<file path="src/rtl/morra_pkg.sv">
// Shared codes, FSM state type and the win relation for the Morra Cinese referee.
package morra_pkg;

  // Move encodings as they arrive from the player front end
  localparam logic [1:0] MV_NONE     = 2'b00;
  localparam logic [1:0] MV_ROCK     = 2'b01;
  localparam logic [1:0] MV_PAPER    = 2'b10;
  localparam logic [1:0] MV_SCISSORS = 2'b11;

  // Per-round result codes; R_P1/R_P2 double as the winner tag in the win memory
  localparam logic [1:0] R_VOID = 2'b00;
  localparam logic [1:0] R_P1   = 2'b01;
  localparam logic [1:0] R_P2   = 2'b10;
  localparam logic [1:0] R_DRAW = 2'b11;

  // Match result codes
  localparam logic [1:0] G_RUN  = 2'b00;
  localparam logic [1:0] G_P1   = 2'b01;
  localparam logic [1:0] G_P2   = 2'b10;
  localparam logic [1:0] G_DRAW = 2'b11;

  typedef enum logic [1:0] {
    ST_IDLE = 2'b00,
    ST_PLAY = 2'b01,
    ST_END  = 2'b10
  } state_e;

  // True when move a defeats move b (rock > scissors > paper > rock)
  function automatic logic beats(input logic [1:0] a, input logic [1:0] b);
    return ((a == MV_ROCK)     && (b == MV_SCISSORS)) ||
           ((a == MV_PAPER)    && (b == MV_ROCK))     ||
           ((a == MV_SCISSORS) && (b == MV_PAPER));
  endfunction

endpackage

</file>
<file path="src/rtl/morra_round_judge.sv">
// Combinational judge for one move pair, including the repeat-ban check
// against the remembered winner and winning move.
module morra_round_judge
  import morra_pkg::*;
#(
  parameter int BAN_REPEAT = 1
) (
  input  logic [1:0] p1_i,
  input  logic [1:0] p2_i,
  input  logic [1:0] mem_who_i,
  input  logic [1:0] mem_move_i,
  output logic [1:0] round_o
);

  logic banned;

  // A remembered winner replaying the move that just won makes the round void
  always_comb begin
    banned = 1'b0;
    if (BAN_REPEAT != 0) begin
      banned = ((mem_who_i == R_P1) && (p1_i == mem_move_i)) ||
               ((mem_who_i == R_P2) && (p2_i == mem_move_i));
    end
  end

  // Missing moves and banned repeats are void; otherwise apply the win relation
  always_comb begin
    round_o = R_VOID;
    if ((p1_i == MV_NONE) || (p2_i == MV_NONE) || banned) begin
      round_o = R_VOID;
    end else if (p1_i == p2_i) begin
      round_o = R_DRAW;
    end else if (beats(p1_i, p2_i)) begin
      round_o = R_P1;
    end else begin
      round_o = R_P2;
    end
  end

endmodule

</file>
<file path="src/rtl/morra_cinese_param.sv">
// Parametrised Morra Cinese referee: runs the match FSM, judges one move pair
// per cycle, keeps scores and the signed advantage, and declares the result.
module morra_cinese_param
  import morra_pkg::*;
#(
  parameter int MARGIN      = 2,
  parameter int BASE_ROUNDS = 4,
  parameter int CFG_W       = 4,
  parameter int BAN_REPEAT  = 1,
  localparam int RW         = $clog2(BASE_ROUNDS + 2**CFG_W) + 1
) (
  input  logic             clk_i,
  input  logic             rst_i,
  input  logic             start_i,
  input  logic [CFG_W-1:0] cfg_i,
  input  logic [1:0]       p1_i,
  input  logic [1:0]       p2_i,
  input  logic             valid_i,
  output logic [1:0]       round_o,
  output logic             round_valid_o,
  output logic [1:0]       game_o,
  output logic             done_o,
  output logic [RW-1:0]    score1_o,
  output logic [RW-1:0]    score2_o
);

  // Advantage is kept as RW+1 bit two's complement so it spans +/- any score
  localparam logic [RW-1:0] ONE_RW     = RW'(1);
  localparam logic [RW:0]   ONE_ADV    = (RW+1)'(1);
  localparam logic [RW:0]   MARGIN_POS = (RW+1)'(MARGIN);
  localparam logic [RW:0]   MARGIN_NEG = -MARGIN_POS;

  state_e        state_q, state_d;
  logic [RW-1:0] toPlay_q, toPlay_d;
  logic [RW-1:0] played_q, played_d;
  logic [RW:0]   adv_q, adv_d;
  logic [RW-1:0] score1_q, score1_d;
  logic [RW-1:0] score2_q, score2_d;
  logic [1:0]    memWho_q, memWho_d;
  logic [1:0]    memMove_q, memMove_d;
  logic [1:0]    round_q, round_d;
  logic          roundValid_q, roundValid_d;
  logic [1:0]    game_q, game_d;

  logic [1:0]    judgeRound;
  logic [RW:0]   advNext;
  logic [RW-1:0] playedNext;

  morra_round_judge #(
    .BAN_REPEAT(BAN_REPEAT)
  ) u_judge (
    .p1_i      (p1_i),
    .p2_i      (p2_i),
    .mem_who_i (memWho_q),
    .mem_move_i(memMove_q),
    .round_o   (judgeRound)
  );

  // State and datapath registers with synchronous reset
  always_ff @(posedge clk_i) begin
    if (rst_i) begin
      state_q      <= ST_IDLE;
      toPlay_q     <= '0;
      played_q     <= '0;
      adv_q        <= '0;
      score1_q     <= '0;
      score2_q     <= '0;
      memWho_q     <= R_VOID;
      memMove_q    <= MV_NONE;
      round_q      <= R_VOID;
      roundValid_q <= 1'b0;
      game_q       <= G_RUN;
    end else begin
      state_q      <= state_d;
      toPlay_q     <= toPlay_d;
      played_q     <= played_d;
      adv_q        <= adv_d;
      score1_q     <= score1_d;
      score2_q     <= score2_d;
      memWho_q     <= memWho_d;
      memMove_q    <= memMove_d;
      round_q      <= round_d;
      roundValid_q <= roundValid_d;
      game_q       <= game_d;
    end
  end

  // Next state: START wins over a same-cycle move; otherwise judge in PLAY only
  always_comb begin
    state_d      = state_q;
    toPlay_d     = toPlay_q;
    played_d     = played_q;
    adv_d        = adv_q;
    score1_d     = score1_q;
    score2_d     = score2_q;
    memWho_d     = memWho_q;
    memMove_d    = memMove_q;
    round_d      = round_q;
    roundValid_d = 1'b0;
    game_d       = game_q;
    advNext      = adv_q;
    playedNext   = played_q;

    if (start_i) begin
      state_d   = ST_PLAY;
      toPlay_d  = RW'(BASE_ROUNDS) + RW'(cfg_i);
      played_d  = '0;
      adv_d     = '0;
      score1_d  = '0;
      score2_d  = '0;
      memWho_d  = R_VOID;
      memMove_d = MV_NONE;
      round_d   = R_VOID;
      game_d    = G_RUN;
    end else if ((state_q == ST_PLAY) && valid_i) begin
      roundValid_d = 1'b1;
      round_d      = judgeRound;
      playedNext   = played_q + ONE_RW;
      unique case (judgeRound)
        R_P1: begin
          score1_d  = score1_q + ONE_RW;
          advNext   = adv_q + ONE_ADV;
          memWho_d  = R_P1;
          memMove_d = p1_i;
        end
        R_P2: begin
          score2_d  = score2_q + ONE_RW;
          advNext   = adv_q - ONE_ADV;
          memWho_d  = R_P2;
          memMove_d = p2_i;
        end
        R_DRAW: begin
          memWho_d  = R_VOID;
          memMove_d = MV_NONE;
        end
        default: begin
          playedNext = played_q;
        end
      endcase
      adv_d    = advNext;
      played_d = playedNext;

      if ((judgeRound != R_VOID) &&
          ((advNext == MARGIN_POS) || (advNext == MARGIN_NEG) ||
           (playedNext == toPlay_q))) begin
        state_d = ST_END;
        if (advNext == '0) begin
          game_d = G_DRAW;
        end else if (advNext[RW]) begin
          game_d = G_P2;
        end else begin
          game_d = G_P1;
        end
      end
    end
  end

  assign round_o       = round_q;
  assign round_valid_o = roundValid_q;
  assign game_o        = game_q;
  assign done_o        = (state_q == ST_END);
  assign score1_o      = score1_q;
  assign score2_o      = score2_q;

endmodule

</file>
<file path="config.mk">
export PLATFORM = sky130hd
export DESIGN_NAME = morra_cinese_param
export DESIGN_NICKNAME = d
export VERILOG_FILES = /design/src/rtl/morra_pkg.sv /design/src/rtl/morra_round_judge.sv /design/src/rtl/morra_cinese_param.sv
export SDC_FILE = /design/constraint.sdc
export NUM_CORES = 1
export LEC_CHECK = 0
export CAP_MARGIN = 20
export CELL_PAD_IN_SITES_DETAIL_PLACEMENT = 1
export CELL_PAD_IN_SITES_GLOBAL_PLACEMENT = 1
export CORE_MARGIN = 2
export CORE_UTILIZATION = 42
export DETAILED_ROUTE_END_ITERATION = 10
export PLACE_DENSITY = 0.86
export SLEW_MARGIN = 5
export SYNTH_ARGS = -nofsm -noshare
export SYNTH_HDL_FRONTEND = slang
export SYNTH_HIERARCHICAL = 1
export SYNTH_SLANG_ARGS = --single-unit
</file>
<file path="constraint.sdc">
create_clock -name clk_i -period 4.7 [get_ports clk_i]
set_input_delay 0.94 -clock clk_i [delete_from_list [all_inputs] [get_ports clk_i]]
set_output_delay 0.94 -clock clk_i [all_outputs]
set_load 0.02 [all_outputs]
</file>
==> results.json <==
{
  "status": "completed",
  "worst_slack_ns": 0.450,
  "post_cts_buffers": 0,
  "synth_top_area_cell": "dfxtp_1",
  "area_delta_synth_final_pct": 17.6,
  "synth_top_area_share_pct": 33.4,
  "die_w_um": 80.5,
  "dr.pass1.iters": 4,
  "row_count": 27,
  "synthCells": 294,
  "seq_area_um2": 821,
  "yosysWarningCount": 6,
  "dp.final_hpwl_um": 4370,
  "synth_fp_nets": 316,
  "setup.worst_path.start": "p1_i[1]",
  "multi_input_area_mm2": 0.00155,
  "fin_area_mm2": 0.00289,
  "grt_pass1_wl_um": 10100,
  "worstPathArrival_ns": 4.49,
  "antenna_cells": 0,
  "synth.area.top_cells": "dfxtp_1 (33%), xnor2_1 (7.1%), xor2_1 (6.1%), nor2_1 (6.0%), ha_1 (5.1%)",
  "wire_per_inst_um": 15.1,
  "die_h_um": 80.5,
  "start_util_pct": 44.0,
  "holdWs_ns": 0.468,
  "post-place-ws_ns": 0.163,
  "die_area_mm2": 0.00647,
  "setup.worst_path.start_class": "input port",
  "ys_types": 52,
  "root_buffer": "clkbuf_8",
  "numCtsBuffers": 5,
  "htree_levels": 2,
  "io_pins": 30,
  "maxSlewHeadroom_pct": 56.9,
  "tritoncts": "done",
  "leakagePower_uw": 0.00102,
  "core-area_mm2": 0.00557,
  "timing.fmax_mhz": 235,
  "reg2reg_from": "memMove_q[0]",
  "clock_skew_ns": 0.00648,
  "final_layout_size_suffix_gt1_share_pct": 7.79,
  "synth_area_mm2": 0.00245,
  "drt_wl_total_um": 5930,
  "grt_antenna_before_repair": 0,
  "yosys_register_bits": 41,
  "num-fill-cells": 692,
  "grt_use_total_pct": 19.7,
  "dr.first_iter.drc_count": 50,
  "critical_path_class": "in -> reg",
  "synth-edff-count": 0,
  "cts_resized": 0,
  "drt-vias-per-instance": 5.45,
  "peakVddDrop_mv": 0.148,
  "ys_async_sr_fraction_pct": 0,
  "grt-ovfl-total": 0,
  "fin_crit_sh_pct": 90.4,
  "grt_max_degree": 33,
  "dpl.cell_count": 386,
  "min-delay-start": "round_o[0]",
  "grt_pass1_vias": 2207,
  "min_period_ns": 4.25,
  "layout.nets": 343,
  "end_kind": "register",
  "post-route-drc-count": 0,
  "rsz0062_at_grt": "false",
  "tns_ns": 0,
  "insertion_delay_ns": 0.29,
  "seq_area_frac_synth_pct": 33.4,
  "ant_nets": 0,
  "min_path_type": "reg -> reg",
  "tightest_slew_ns": 0.646,
  "hold_viol_final": 0,
  "cts_sinks": 41,
  "stdcell_count": 393,
  "clockBufferDepth": 2,
  "port_buffers": 29,
  "setup_violations": 0,
  "required_ns": 4.94,
  "ctsHoldBuffers": 0,
  "avgSynthCellArea_um2": 8.35,
  "powerDensity_mw_per_mm2": 251,
  "drv_cap": 0,
  "clk_pin_slew_ns": 0.08,
  "gp_congestion": 0.785,
  "synth-main-ff-cell": "dfxtp_1",
  "worstPathMaxFanout": 5,
  "maxSlewViolCount": 0,
  "place_area_mm2": 0.00281,
  "num_vias": 2143
}
-- logic make-up after synthesis --
logic type      share of synthesized area (%)
buf+inv                                  3.52
simple gates                             27.3
flops                                    33.4
compound gates                           14.6
xor+xnor                                 13.2
fa+ha+maj                                5.10
mux                                      2.85
-- path summary, 6_finish.rpt --
check                to  slack, ns  cells after the start
min          round_o[0]       0.47                      2
max reg2reg   game_o[1]       1.33                     14
max           game_o[1]       0.45                     15
min reg2reg  round_o[0]       0.47                      2
-- power by group --
part / internal [uW] / total [uW] / leakage [uW] / switching (uW)
Sequential: 354 / 361 / 0.000332 / 7.16
Clock: 103 / 224 / 0.0000412 / 121
Combinational: 56.9 / 138 / 0.000649 / 81.3
-- synth_stat cells (2+ instances only) --
library cell	count
a221oi_1	2
o211ai_1	3
mux2i_1	7
xnor2_1	20
o21ai_0	11
nand3_1	11
inv_1	5
and3b_1	2
nor3_1	8
o22ai_1	2
or2_2	2
ha_1	10
nand2_1	28
nor4_4	2
nor2b_1	2
nor2_1	39
nand2b_1	7
dfxtp_1	41
clkbuf_1	9
o21a_1	2
nor3b_1	2
nand4b_1	4
buf_2	3
xor2_1	17
a22oi_2	2
and3_1	3
or3_1	5
a21oi_1	19
a211oi_1	2
nand3b_1	2
-- cells in the final DEF, fill, tap and decap left out, drive strengths merged, types with 7 or more instances in the layout --
| cell | instances |
|---|---|
| a21oi | 19 |
| clkdlybuf4s50 | 29 |
| dfxtp | 41 |
| ha | 10 |
| mux2i | 7 |
| nand2 | 28 |
| nand2b | 7 |
| nand3 | 11 |
| nor2 | 40 |
| nor3 | 8 |
| o21ai | 11 |
| xnor2 | 20 |
| xor2 | 17 |
-- worst max-delay path: stages --
cell and delay, ns:
clkdlybuf4s50_1 0.49, nand2b_1 0.20, xnor2_1 0.14, a21oi_1 0.08, nor2_1 0.27, ha_1 0.26, xor2_1 0.16, ha_1 0.22
nor4_2 0.07, nor4_4 0.39, mux2i_1 0.26, xor2_1 0.35, nand4_1 0.20, a2bb2oi_2 0.25, o221a_1 0.20
-- through the flow --
stage          total power, uW  utilization [%]
2_1_floorplan              464                -
3_3_place_gp               502             50.3
3_5_place_dp               507             50.3
4_1_cts                    731             51.8
5_1_grt                    763             51.8
6_report                   723             51.8
-- metal layers --
metal | share of wire, % | vias up | global-route usage, %
met2 | 50 | 17 | 35.0
met3 | 1.7 | 6 | 3.48
met5 | 0 | - | 0
li1 | - | 1071 | -
met4 | 0.89 | 0 | 4.41
met1 | 47 | 1049 | 24.8
-- registers in the layout, summed over array words and instances (netlist names) --
name           flops
adv_q              7
played_q           6
score1_o           6
score2_o           6
toPlay_q           5
game_o             2
memMove_q          2
memWho_q           2
round_o            2
state_q            2
round_valid_o      1
-- area by class of cell --
class                           instances  share of cell area, %
Clock inverter                          1                  0.303
Multi-Input combinational cell        234                   53.6
Sequential cell                        41                   28.4
Tap cell                               72                   3.12
Clock buffer                            6                   2.51
Timing Repair Buffer                   34                   11.4
Inverter                                5                  0.650
Power figures use the tool's default switching activity.
